## config.mk

```make
export PLATFORM = sky130hd
export DESIGN_NAME = map_bus_wr_capture
export DESIGN_NICKNAME = d
export VERILOG_FILES = /design/src/rtl/map_bus_wr_capture.sv
export SDC_FILE = /design/constraint.sdc
export NUM_CORES = 1
export LEC_CHECK = 0
export ABC_CLOCK_PERIOD_IN_PS = 5500
export CAP_MARGIN = 30
export CELL_PAD_IN_SITES_DETAIL_PLACEMENT = 0
export CELL_PAD_IN_SITES_GLOBAL_PLACEMENT = 2
export CORE_MARGIN = 2
export CORE_UTILIZATION = 30
export CTS_BUF_LIST = sky130_fd_sc_hd__clkbuf_4 sky130_fd_sc_hd__clkbuf_8
export DETAILED_ROUTE_END_ITERATION = 7
export DONT_BUFFER_PORTS = 1
export GPL_TIMING_DRIVEN = 0
export HOLD_SLACK_MARGIN = 0.15
export PLACE_DENSITY_LB_ADDON = 0.15
export SLEW_MARGIN = 20
export SYNTH_ARGS = -nofsm -noshare
export SYNTH_HDL_FRONTEND = slang
export SYNTH_SLANG_ARGS = --single-unit
export TNS_END_PERCENT = 20
```

## constraint.sdc

```tcl
create_clock -name clk -period 5.5 [get_ports clk]
set_input_delay 0.825 -clock clk [delete_from_list [all_inputs] [get_ports clk]]
set_output_delay 0.825 -clock clk [all_outputs]
set_load 0.05 [all_outputs]
```

## src/rtl/map_bus_wr_capture.sv

```systemverilog
// CPU bus synchronizer, M2-fall write capture and record FIFO for the mapper.
// Define MAP_M2_FILT_EN to add a FILT_LEN-clock glitch filter on synced M2.
module map_bus_wr_capture #(
    parameter int SYNC_STG = 2,
    parameter int DEPTH    = 4,
    parameter int FILT_LEN = 3
) (
    input  logic                    clk,
    input  logic                    map_rst,
    input  logic                    m2,
    input  logic                    cpu_rw,
    input  logic                    cpu_ce,
    input  logic [15:0]             cpu_addr,
    input  logic [7:0]              cpu_dat,
    output logic                    m2_fall,
    output logic                    wr_valid,
    input  logic                    wr_ready,
    output logic [15:0]             wr_addr,
    output logic [7:0]              wr_dat,
    output logic                    wr_rom,
    output logic                    wr_ovf,
    output logic [$clog2(DEPTH):0]  wr_level
);
    localparam int AW = $clog2(DEPTH);
    localparam int LW = AW + 1;
    localparam int BW = 26;
    localparam int RW = 25;

    if (SYNC_STG < 2) begin : g_bad_sync
        $error("SYNC_STG must be at least 2");
    end
    if ((DEPTH < 2) || ((1 << AW) != DEPTH)) begin : g_bad_depth
        $error("DEPTH must be a power of two, at least 2");
    end
    if (FILT_LEN < 1) begin : g_bad_filt
        $error("FILT_LEN must be at least 1");
    end

    logic [SYNC_STG-1:0] r_m2_sync;
    logic [BW-1:0]       r_bus_sync [SYNC_STG+1];
    logic                w_m2_s;
    logic [BW-1:0]       w_bus_d;

    assign w_m2_s  = r_m2_sync[SYNC_STG-1];
    assign w_bus_d = r_bus_sync[SYNC_STG];

    // Bus path is one flop longer so fields are sampled before the M2 edge.
    always_ff @(posedge clk) begin
        if (map_rst) begin
            r_m2_sync <= '0;
            for (int i = 0; i <= SYNC_STG; i++) r_bus_sync[i] <= '0;
        end else begin
            r_m2_sync     <= {r_m2_sync[SYNC_STG-2:0], m2};
            r_bus_sync[0] <= {cpu_rw, cpu_ce, cpu_addr, cpu_dat};
            for (int i = 1; i <= SYNC_STG; i++) r_bus_sync[i] <= r_bus_sync[i-1];
        end
    end

    logic r_m2_q;
    logic w_m2_next;

`ifdef MAP_M2_FILT_EN
    localparam int CW = $clog2(FILT_LEN + 1);
    logic [CW-1:0] r_filt_cnt;
    logic [CW-1:0] w_filt_cnt_n;

    always_comb begin
        w_m2_next    = r_m2_q;
        w_filt_cnt_n = '0;
        if (w_m2_s != r_m2_q) begin
            if (r_filt_cnt == CW'(FILT_LEN)) w_m2_next = w_m2_s;
            else w_filt_cnt_n = r_filt_cnt + CW'(1);
        end
    end

    always_ff @(posedge clk) begin
        if (map_rst) r_filt_cnt <= '0;
        else         r_filt_cnt <= w_filt_cnt_n;
    end
`else
    assign w_m2_next = w_m2_s;
`endif

    logic          r_armed;
    logic          r_m2_fall;
    logic          r_cap_rw;
    logic [RW-1:0] r_cap_rec;
    logic          w_fall;
    logic          w_push;

    assign w_fall = r_armed & r_m2_q & ~w_m2_next;
    assign w_push = r_m2_fall & ~r_cap_rw;

    always_ff @(posedge clk) begin
        if (map_rst) begin
            r_m2_q    <= 1'b0;
            r_armed   <= 1'b0;
            r_m2_fall <= 1'b0;
            r_cap_rw  <= 1'b1;
            r_cap_rec <= '0;
        end else begin
            r_m2_q    <= w_m2_next;
            r_m2_fall <= w_fall;
            if (~r_m2_q & w_m2_next) r_armed <= 1'b1;
            if (w_fall) begin
                r_cap_rw  <= w_bus_d[25];
                r_cap_rec <= {w_bus_d[23:0], ~w_bus_d[24]};
            end
        end
    end

    logic [RW-1:0] r_mem [DEPTH];
    logic [AW-1:0] r_rptr;
    logic [AW-1:0] r_wptr;
    logic [LW-1:0] r_level;
    logic          r_valid;
    logic          r_ovf;
    logic [RW-1:0] r_head;

    logic          w_pop;
    logic          w_full;
    logic          w_push_ok;
    logic          w_drop;
    logic [LW-1:0] w_rest;
    logic [LW-1:0] w_level_n;
    logic [AW-1:0] w_rptr_n;

    always_comb begin
        w_pop     = r_valid & wr_ready;
        w_full    = (r_level == LW'(DEPTH));
        w_push_ok = w_push & (~w_full | w_pop);
        w_drop    = w_push & w_full & ~w_pop;
        w_rest    = r_level - LW'(w_pop);
        w_level_n = w_rest + LW'(w_push_ok);
        w_rptr_n  = r_rptr + AW'(w_pop);
    end

    always_ff @(posedge clk) begin
        if (w_push_ok & ~map_rst) r_mem[r_wptr] <= r_cap_rec;
    end

    // Head register: next stored entry, or the incoming record if none remain.
    always_ff @(posedge clk) begin
        if (map_rst) begin
            r_rptr  <= '0;
            r_wptr  <= '0;
            r_level <= '0;
            r_valid <= 1'b0;
            r_ovf   <= 1'b0;
            r_head  <= '0;
        end else begin
            r_rptr  <= w_rptr_n;
            r_wptr  <= r_wptr + AW'(w_push_ok);
            r_level <= w_level_n;
            r_valid <= (w_level_n != '0);
            if (w_drop) r_ovf <= 1'b1;
            if (w_rest != '0)   r_head <= r_mem[w_rptr_n];
            else if (w_push_ok) r_head <= r_cap_rec;
        end
    end

    assign m2_fall  = r_m2_fall;
    assign wr_valid = r_valid;
    assign wr_addr  = r_head[24:9];
    assign wr_dat   = r_head[8:1];
    assign wr_rom   = r_head[0];
    assign wr_ovf   = r_ovf;
    assign wr_level = r_level;

endmodule
```

# == After elaboration in Yosys (flattened, before gate mapping) ==
# Memories as Yosys holds them, arrays and structs flattened.
# Index checks and enable logic that the tools add are counted.
# classes
bitwise,20
n_addsub,4
n_eq_ne,1
mux,10
n_reduce_logical,3
# op_table
cell,n
26-bit 2-to-1 mux,3
25-bit 2-to-1 mux,2
1-bit AND,9
1-bit NOT,7
3-bit nonzero test,2
1-bit 2-to-1 mux,5
2-bit by 1-bit adder with 2-bit output,2
1-bit OR,4
3-bit by 1-bit adder with 3-bit output,1
3-bit == test (second input constant),1
3-bit by 1-bit subtractor with 3-bit output,1
2-bit nonzero test,1
# word_totals
in_bits,30
n_memories,2
ram_bits,178
register_bits,65
output_inout_bits,31
wordCells,52
# memory_table
name,depth,word_bits,read_ports,rd_ports_with_merged_regs,write_ports,line_no,text
r_mem,4,25,1,0,1,112,logic [RW-1:0] r_mem [DEPTH];
r_bus_sync,3,26,3,0,3,40,logic [BW-1:0] r_bus_sync [SYNC_STG+1];

# == Depth between registers and ports, before layout ==
# Gate-level depths: netlist (run 1).
# logic_depth
ltp_word,7
mapped_depth,8
depth_no_buf,7

# == Least setup slack after synthesis (run 1) ==
# No wires, ideal clock.
# synth_timing
kind,input-to-reg
from,in wr_ready
to,mem r_mem[1][0] (enable)
setup_slack_ns,1.103
cell_stages,4
setup_time_ns,0.479
arrival_time_ns,3.918
n_path_buf,1
path_cell_list,and2_4 > o31ai_4 > buf_4 > nor4b_1
# synth_between
elab_chain_cells,6
# synth_lines
element,line_no,text
start: declaration,17,"input logic wr_ready,"
1-bit AND,129,w_pop = r_valid & wr_ready;
1-bit OR,131,w_push_ok = w_push & (~w_full | w_pop);
1-bit AND,131,
1-bit AND,139,if (w_push_ok & ~map_rst) r_mem[r_wptr] <= r_cap_rec;
1-bit 2-to-1 mux,139,
1-bit 2-to-1 mux (implied by the code),139,
end: declaration,112,
# No other way between the ends.

# == Worst setup path after layout (run 1) ==
# layout_timing
from,reg r_m2_fall (netlist: m2_fall)
to,mem r_mem[1][6] (enable)
# layout_between
elab_chain_cells,5
# layout_lines
element,line_no,text
start: declaration,85,logic r_m2_fall;
start signal: assignment,103,r_m2_fall <= w_fall;
1-bit AND,92,assign w_push = r_m2_fall & ~r_cap_rw;
1-bit AND,131,
1-bit AND,139,
1-bit 2-to-1 mux,139,
1-bit 2-to-1 mux (implied by the code),139,
# No other way between the ends.

==> impl_metrics.tcl, run 1 <==
set metrics [dict create \
    status "finished clean" \
    antenna_found_initial 0 \
    cts_htree_levels 2 \
    viasPerCell 4.184 \
    final_nets 672 \
    cts_resized 0 \
    vdd_ir_drop_max_v 0.0001919 \
    setup_viol_count_final 0 \
    synth_nets 609 \
    dieArea_um2 29120 \
    wirelength_um 16750 \
    synth_top_cell_area_share 0.3605 \
    clk_pin_slew_ns 0.06 \
    routabilityCongestion 0.6645 \
    post_drt_wl_per_cell_um 16.02 \
    cts_tree "done" \
    gr-total-overflow 0 \
    timing.fmax_ghz 0.3216 \
    synth_cell_type_count 35 \
    fillers 2726 \
    power_frac_comb 0.113 \
    finalClockSkew_ns 0.02488 \
    path_class "register to register" \
    cts_setup_buffers 0 \
    hp-class "register to register" \
    yosys_warnings 0 \
    synth_most_common_cell "dfxtp_1" \
    vias 4376 \
    p_total_mw 4.625 \
    grt_max_degree 12 \
    p_clk_frac 0.365 \
    dr.pass1.iters 4 \
    start_kind "register" \
    synth_area_leaders "edfxtp_1 (36%), dfxtp_1 (34%), nor2b_1 (6.5%)" \
    ys_seq_area_frac 0.7041 \
    synth_top_flop_cell "dfxtp_1" \
    pwr-share-seq 0.522 \
    fp.dieH_um 170.6 \
    crit_path_end_kind "register" \
    drt_iter0_markers 177 \
    required_ns 5.75 \
    clockBufferDepth 3 \
    initial_core_util 0.3023 \
    grt_pass1_wl_um 26390 \
    syn_inst 573 \
    ant_nets 0 \
    synthArstFlopShare 0 \
    drv_cap 0 \
    p_switching_mw 1.395 \
    p_per_area_nw_per_um2 469.5 \
    min_period_over_period 0.5654 \
    rsz0062_at_grt "no" \
    cts.sinks 243 \
    clk_latency_ns 0.54 \
    p_sw_frac 0.3016 \
    track_usage 0.1198 \
    ys_ff_latch 243 \
    cp.arrival_ns 3.36 \
    drc 0 \
    slew_violations 0 \
    cts_buffers 43 \
    dpl.cell_count 969 \
    io_pins 61 \
    synthesis.area_um2 8330 \
    syn_to_final_growth_pct 18.25 \
    hold_violations 0 \
    synth_area_leader_cell "edfxtp_1" \
    num_rows 61 \
    port_buffers 0 \
    worst_pin_slew_ns 0.7431 \
    die_x_um 170.6 \
    worstPathMaxFanout 10 \
    synth-edff-count 100 \
    grt_pass1_vias 4683 \
    p_int_mw 3.230 \
    period_needed_ns 3.110 \
    max-slew-margin-rel 0.5033 \
    synth_common_cells "dfxtp_1 (143), edfxtp_1 (100), nor2b_1 (87), nand2_1 (75), a21oi_1 (27)" \
    antenna_cells 0 \
    coreArea_um2 27550 \
    final_core_util 0.3575 \
    seqCellArea_um2 5866 \
    layout-drive-gt1-share 0.1961 \
    syn_avg_cell_area_um2 14.54 \
    p_leak_nw 3.659 \
    root_buffer "clkbuf_8" \
    dp_hpwl_um 11650 \
    cts_hold_buf 0 \
    multi_input_area_um2 2291 \
    final_cells 1046 \
]
## area by class of cell
cell class / instances / share of cell area
Tap cell: 378 / 0.04801
Buffer: 29 / 0.01880
Inverter: 6 / 0.002286
Clock inverter: 13 / 0.01181
Clock buffer: 64 / 0.07862
Sequential cell: 243 / 0.5955
Multi-Input combinational cell: 295 / 0.2326
Timing Repair Buffer: 18 / 0.01245
## state kept, by name (all words and copies together), names as in the netlist, 2 cells and up
signal	flops
r_rptr	2
r_head	25
r_cap_rec	25
wr_level	3
r_m2_sync	2
r_mem	100
r_bus_sync	78
r_wptr	2
## stage by stage
stage               area (um^2)  setup slack [ns]  setup TNS (ns)  hold slack [ns]
floorplan                  8330             1.103               0           0.3897
global placement           8803            -1.775         -158.08           0.3982
detailed placement         8960             2.301               0           0.4036
CTS                        9851             2.296               0           0.3757
global route               9851             2.162               0           0.3836
finish                     9851             2.390               0           0.4109
## logic make-up after synthesis
| kind of cell | synth area share |
|---|---|
| buffers and inverters | 0.02493 |
| AO/OA/AOI/OAI | 0.03815 |
| multiplexers | 0.1039 |
| XOR/XNOR | 0.006009 |
| AND/OR/NAND/NOR | 0.1138 |
| flip-flops | 0.7041 |
| adder cells (fa/ha/maj) | 0.009011 |
## critical path, cell delays in order (launching register included)
cell	delay (ns)
dfxtp_1	0.68
nor2b_1	0.43
o31ai_4	0.15
buf_4	0.24
nor4b_2	0.65
buf_2	0.34
buf_6	0.16
buf_2	0.17
## cells in the final DEF (no fill, tap or decap), drive strengths merged
cell type  instances
dfxtp            143
nand3b             2
nor4b              2
nor4bb             1
a21oi             27
inv                7
clkinv             9
ha                 6
o31ai              1
buf               34
mux2i             25
nor2b             87
nor3               1
nand2b             1
and2               1
clkbuf            77
a211oi             1
xnor2              2
o21ai             25
edfxtp           100
clkinvlp           1
nor2               7
nand4b             1
nor3b              1
nor4               1
mux4              25
xor2               2
nand2             75
bufinv             2
a31oi              1
## layer usage
| layer | part of all wire | track usage | wire [um] | up-vias |
|---|---|---|---|---|
| met5 | 0 | 0 | 0 | - |
| met4 | 0.028 | 0.05203 | 465 | 0 |
| met1 | 0.46 | 0.1546 | 7731 | 2077 |
| met2 | 0.45 | 0.1899 | 7550 | 103 |
| li1 | - | - | - | 2153 |
| met3 | 0.060 | 0.03169 | 1004 | 43 |
## final timing paths
check	startpoint	to	slack, ns	depth (start not counted)
hold / removal	r_bus_sync[0][76]	r_cap_rec[0]	0.41	1
hold reg to reg	r_bus_sync[0][76]	r_cap_rec[0]	0.41	1
setup reg to reg	m2_fall	r_mem[1][6]	2.39	7
setup / recovery	m2_fall	r_mem[1][6]	2.39	7
## power groups by stage
| stage | registers (mW) | logic (mW) | clock network [mW] |
|---|---|---|---|
| CTS | 2.42 | 0.540 | 1.76 |
| floorplan | 2.42 | 0.416 | 0 |
| global placement | 2.46 | 0.534 | 0 |
| detailed placement | 2.46 | 0.539 | 0 |
| global route | 2.43 | 0.580 | 1.84 |
| finish | 2.42 | 0.521 | 1.69 |
No activity file was read; power rests on OpenSTA's default activity.
==> run 2, diff against run 1 <==
Settings changed: ABC_CLOCK_PERIOD_IN_PS 5500 to 3150.
Clock period 5.5 ns to 3.15 ns, I/O delays scaled along.
==> run 2 against run 1 <==
- highest routed layer unchanged
- clock-buffer cell count unchanged
- core utilization grew 1.0 points
- register-to-register slack lost 2.1 ns
- via count is 2.7% higher
- sequential power rose by 74%
- worst setup slack lost 2.1 ns
- critical endpoint unchanged
- final area grew 2.9%
- flip-flop and latch count unchanged
- clock skew is 0.0017 ns lower
- global-route usage is 0.12 points higher
- non-clock buffer count rose by 28
- combinational power is 79% higher
==> impl_metrics.tcl, run 2 (same netlist as run 1, synthesis figures left out) <==
set metrics [dict create \
    hp-class "input port to register" \
    p_leak_nw 3.775 \
    final_cells 1074 \
    top_register "r_mem" \
    hold_path.startpoint "map_rst" \
    antenna_cells 0 \
    status "finished clean" \
    dr.pass1.iters 4 \
    gr-total-overflow 0 \
    syn_to_final_growth_pct 21.72 \
    p_per_area_nw_per_um2 798.9 \
    rsz0062_at_grt "no" \
    drc 0 \
    vdd_ir_drop_max_v 0.0003433 \
    setup_viol_count_final 0 \
    start_kind "register" \
    r2r_cells 7 \
    worstPathMaxFanout 10 \
    grt_pass1_vias 4767 \
    port_buffers 0 \
    cts_buffers 43 \
    routabilityCongestion 0.6645 \
    dpl_cell_area_um2 8960 \
    fillers 2713 \
    crit_path_end_kind "register" \
    whs_endpoint "r_bus_sync[0][12]" \
    clockBufferDepth 3 \
    die_x_um 170.6 \
    clk_latency_ns 0.54 \
    cts_setup_buffers 0 \
    r2r_end "r_mem[1][6]" \
    wirelength_um 16900 \
    track_usage 0.1210 \
    final_nets 700 \
    drt_iter0_markers 166 \
    post_drt_wl_per_cell_um 15.73 \
    seqCellArea_um2 5866 \
    path_class "register to register" \
    startpoint "m2_fall" \
    hold_violations 0 \
    stdcell_area_um2 10140 \
    grt_max_degree 12 \
    multi_input_area_um2 2300 \
    initial_core_util 0.3023 \
    coreArea_um2 27550 \
    antenna_found_initial 0 \
    final_common_cell "dfxtp_1" \
    r2r_slack_ns 0.26 \
    top_regs "r_mem x100, r_bus_sync x78" \
    io_pins 61 \
    hold_slack_ns 0.3128 \
    timing.fmax_ghz 0.3455 \
    required_ns 3.40 \
    slew_violations 0 \
    cts.sinks 243 \
    dp_hpwl_um 11650 \
    layout-drive-gt1-share 0.1882 \
    reg2reg_from "m2_fall" \
    drv_cap 0 \
    max-slew-margin-rel 0.5232 \
    period_needed_ns 2.894 \
    clk_pin_slew_ns 0.06 \
    vias 4495 \
    largest_reg_flops 100 \
    grt_pass1_wl_um 26660 \
    min_period_over_period 0.9188 \
    final_cell_mix "dfxtp_1 (143), edfxtp_1 (100), nor2b_1 (87)" \
    holdPathStages 2 \
    cts_tree "done" \
    worst_pin_slew_ns 0.7142 \
    finalClockSkew_ns 0.02318 \
    root_buffer "clkbuf_8" \
    cp.arrival_ns 3.14 \
    ant_nets 0 \
    num_rows 61 \
    fp.dieH_um 170.6 \
    viasPerCell 4.185 \
    dpl.cell_count 969 \
    cts_htree_levels 2 \
    dieArea_um2 29120 \
]
## run 2: final cells by class
cell class	instances	area share
flip-flops and latches	243	0.5785
multi-input cells	295	0.2268
clock buffers	64	0.07638
well taps	378	0.04664
repair buffers	46	0.03973
plain buffers	29	0.01826
clock inverters	13	0.01148
inverters	6	0.002221
## run 2: stage by stage
step                      utilization  worst slack (ns)  setup TNS (ns)  power, mW
after floorplan                     -            -1.216         -111.30      4.954
after global placement         0.3195            -4.125         -393.08      5.223
after detailed placement       0.3252          -0.04875         -0.1946      5.236
after CTS                      0.3680            0.1926               0      8.271
after global routing           0.3680           0.05941               0      8.497
final                          0.3680            0.2558               0      8.100
## run 2: how the worst max path moves through the flow
stage / endpoint / slack, ns / cells after the start
2_1_floorplan: r_mem[1][0] / -1.22 / 4
3_3_place_gp: r_mem[2][6] / -4.13 / 4
3_5_place_dp: r_mem[1][5] / -0.05 / 7
4_1_cts: r_mem[1][6] / 0.19 / 7
5_1_grt: r_mem[1][8] / 0.06 / 7
6_report: r_mem[1][6] / 0.26 / 7
## run 2: per-layer routing
layer	part of all wire	track usage
met5	0	0
met4	0.027	0.05203
met3	0.055	0.03077
met2	0.46	0.1940
met1	0.46	0.1554
## run 2: timing repair
| action | CTS | global route |
|---|---|---|
| hold endpoints to repair | 32 | 0 |
| hold buffers | 28 | 0 |
| resized for setup | 1 | 0 |
| setup endpoints to repair | 4 | 0 |
## run 2: worst max-delay path: stages, from the launching register on
cell and delay [ns]:
dfxtp_1 0.68, nor2b_1 0.44, o31ai_4 0.15, buf_4 0.24, nor4b_4 0.46, buf_2 0.31
buf_6 0.16, buf_2 0.17
## run 2: report_power, final
group | leakage (nW) | switching, mW | internal, mW
clock network | 0.475 | 1.21 | 1.74
registers | 2.10 | 0.744 | 3.47
logic | 1.20 | 0.483 | 0.452
total | 3.78 | 2.44 | 5.66
==> run 3, diff against run 2 <==
Settings changed: CELL_PAD_IN_SITES_DETAIL_PLACEMENT 0 to 1, CELL_PAD_IN_SITES_GLOBAL_PLACEMENT 2 to 1, CORE_UTILIZATION 30 to 40, SLEW_MARGIN 20 to default.
==> run 3 against run 2 <==
- global-route usage increased by 4.1 points
- clock skew decreased by 0.0059 ns
- maximum frequency decreased by 3.8%
- critical endpoint is now r_mem[2][10]
- largest power group unchanged
- highest routed layer unchanged
==> impl_metrics.tcl, run 3 (same netlist as run 1, synthesis figures left out) <==
set metrics [dict create \
    cts.sinks 243 \
    whs_endpoint "r_bus_sync[0][13]" \
    final_cell_mix "dfxtp_1 (143), edfxtp_1 (100), nor2b_1 (87)" \
    p_leak_nw 3.753 \
    routabilityCongestion 0.6802 \
    pwr-share-seq 0.522 \
    reg2reg_from "m2_fall" \
    hp-class "input port to register" \
    holdPathStages 2 \
    grt_pass1_wl_um 27230 \
    num_rows 52 \
    required_ns 3.38 \
    multi_input_area_um2 2291 \
    vdd_ir_drop_max_v 0.0004016 \
    finalClockSkew_ns 0.01730 \
    gr-total-overflow 0 \
    final_common_cell "dfxtp_1" \
    clockBufferDepth 3 \
    dr.pass1.iters 4 \
    io_pins 61 \
    r2r_cells 6 \
    r2r_slack_ns 0.14 \
    p_switching_mw 2.431 \
    fin_tns_setup_ns 0 \
    drt_iter0_markers 161 \
    cp.arrival_ns 3.24 \
    cts_htree_levels 2 \
    dp_hpwl_um 11650 \
    p_clk_frac 0.361 \
    grt_max_degree 11 \
    initial_core_util 0.4091 \
    antenna_found_initial 0 \
    stdcell_area_um2 10000 \
    p_per_area_nw_per_um2 808.5 \
    die_x_um 148.3 \
    start_kind "register" \
    hold_slack_ns 0.3174 \
    p_int_mw 5.657 \
    cts_setup_buffers 0 \
    clk_pin_slew_ns 0.06 \
    p_sw_frac 0.3006 \
    coreArea_um2 20360 \
    crit_path_end_kind "register" \
    cts_buffers 41 \
    min_period_over_period 0.9552 \
    vias 4545 \
    power_frac_comb 0.118 \
    period_needed_ns 3.009 \
    post_drt_wl_per_cell_um 17.74 \
    seqCellArea_um2 5866 \
    final_core_util 0.4912 \
    worst_pin_slew_ns 0.8949 \
    fp.dieH_um 148.3 \
    ant_nets 0 \
    viasPerCell 4.734 \
    slew_violations 0 \
    track_usage 0.1616 \
    dieArea_um2 22000 \
    dpl.cell_count 857 \
    root_buffer "clkbuf_8" \
    status "finished clean" \
    r2r_end "r_mem[2][10]" \
    hold_path.startpoint "map_rst" \
    syn_to_final_growth_pct 20.08 \
    hold_violations 0 \
    clk_latency_ns 0.53 \
    drv_cap 0 \
    dpl_cell_area_um2 8833 \
    grt_pass1_vias 5087 \
    rsz0062_at_grt "no" \
    top_register "r_mem" \
    top_regs "r_mem x100, r_bus_sync x78" \
    final_nets 694 \
    timing.fmax_ghz 0.3324 \
    setup_viol_count_final 0 \
    drc 0 \
    final_cells 960 \
    path_class "register to register" \
    wirelength_um 17030 \
    worstPathMaxFanout 10 \
    cts_tree "done" \
    antenna_cells 0 \
    largest_reg_flops 100 \
    max-slew-margin-rel 0.4018 \
    fillers 2016 \
    layout-drive-gt1-share 0.1826 \
    port_buffers 0 \
]
run 3: how the worst max path moves through the flow:
stage | from | endpoint | slack (ns) | cells after the start
after floorplan | m2_fall | r_mem[1][0] | -1.22 | 4
after CTS | m2_fall | r_mem[2][10] | 0.08 | 6
after global placement | m2_fall | r_mem[1][9] | -3.95 | 4
final | m2_fall | r_mem[2][10] | 0.14 | 6
after global routing | m2_fall | r_mem[2][13] | 0.0005 | 6
after detailed placement | m2_fall | r_mem[2][5] | 0.10 | 6
run 3: power by group through the flow:
stage / Sequential, mW / Clock (mW) / Combinational, mW
finish: 4.22 / 2.92 / 0.952
global route: 4.25 / 3.14 / 1.06
CTS: 4.23 / 3.01 / 0.975
detailed placement: 4.29 / 0 / 0.944
global placement: 4.28 / 0 / 0.893
floorplan: 4.23 / 0 / 0.727
run 3: layout make-up:
class,count,area share
Multi-Input combinational cell,295,0.2290
Buffer,29,0.01851
Inverter,6,0.002251
Timing Repair Buffer,42,0.04115
Sequential cell,243,0.5864
Clock inverter,9,0.006879
Clock buffer,66,0.08205
Tap cell,270,0.03377
run 3: worst max-delay path, stage by stage, from the launching register on:
cell and delay [ns]:
dfxtp_1 0.69, nor2b_1 0.41, o31ai_4 0.15, buf_4 0.24, nor4b_2 0.76, buf_4 0.28, buf_4 0.18
run 3: stage by stage:
stage               power (mW)  setup WS (ns)
finish                   8.087         0.1412
global route             8.449      0.0005267
CTS                      8.215        0.07595
detailed placement       5.237         0.1020
global placement         5.177         -3.947
floorplan                4.954         -1.216
run 3: repair_timing:
item	in CTS	in global routing
gates resized for setup	0	0
endpoints found under the hold margin	32	0
hold buffers	28	0
run 3: metal layers:
layer | global-route usage | up-vias | share of wire
li1 | - | 2189 | -
met1 | 0.1945 | 2232 | 0.44
met5 | 0 | - | 0
met4 | 0.05095 | 0 | 0.015
met3 | 0.04755 | 22 | 0.056
met2 | 0.2803 | 102 | 0.49
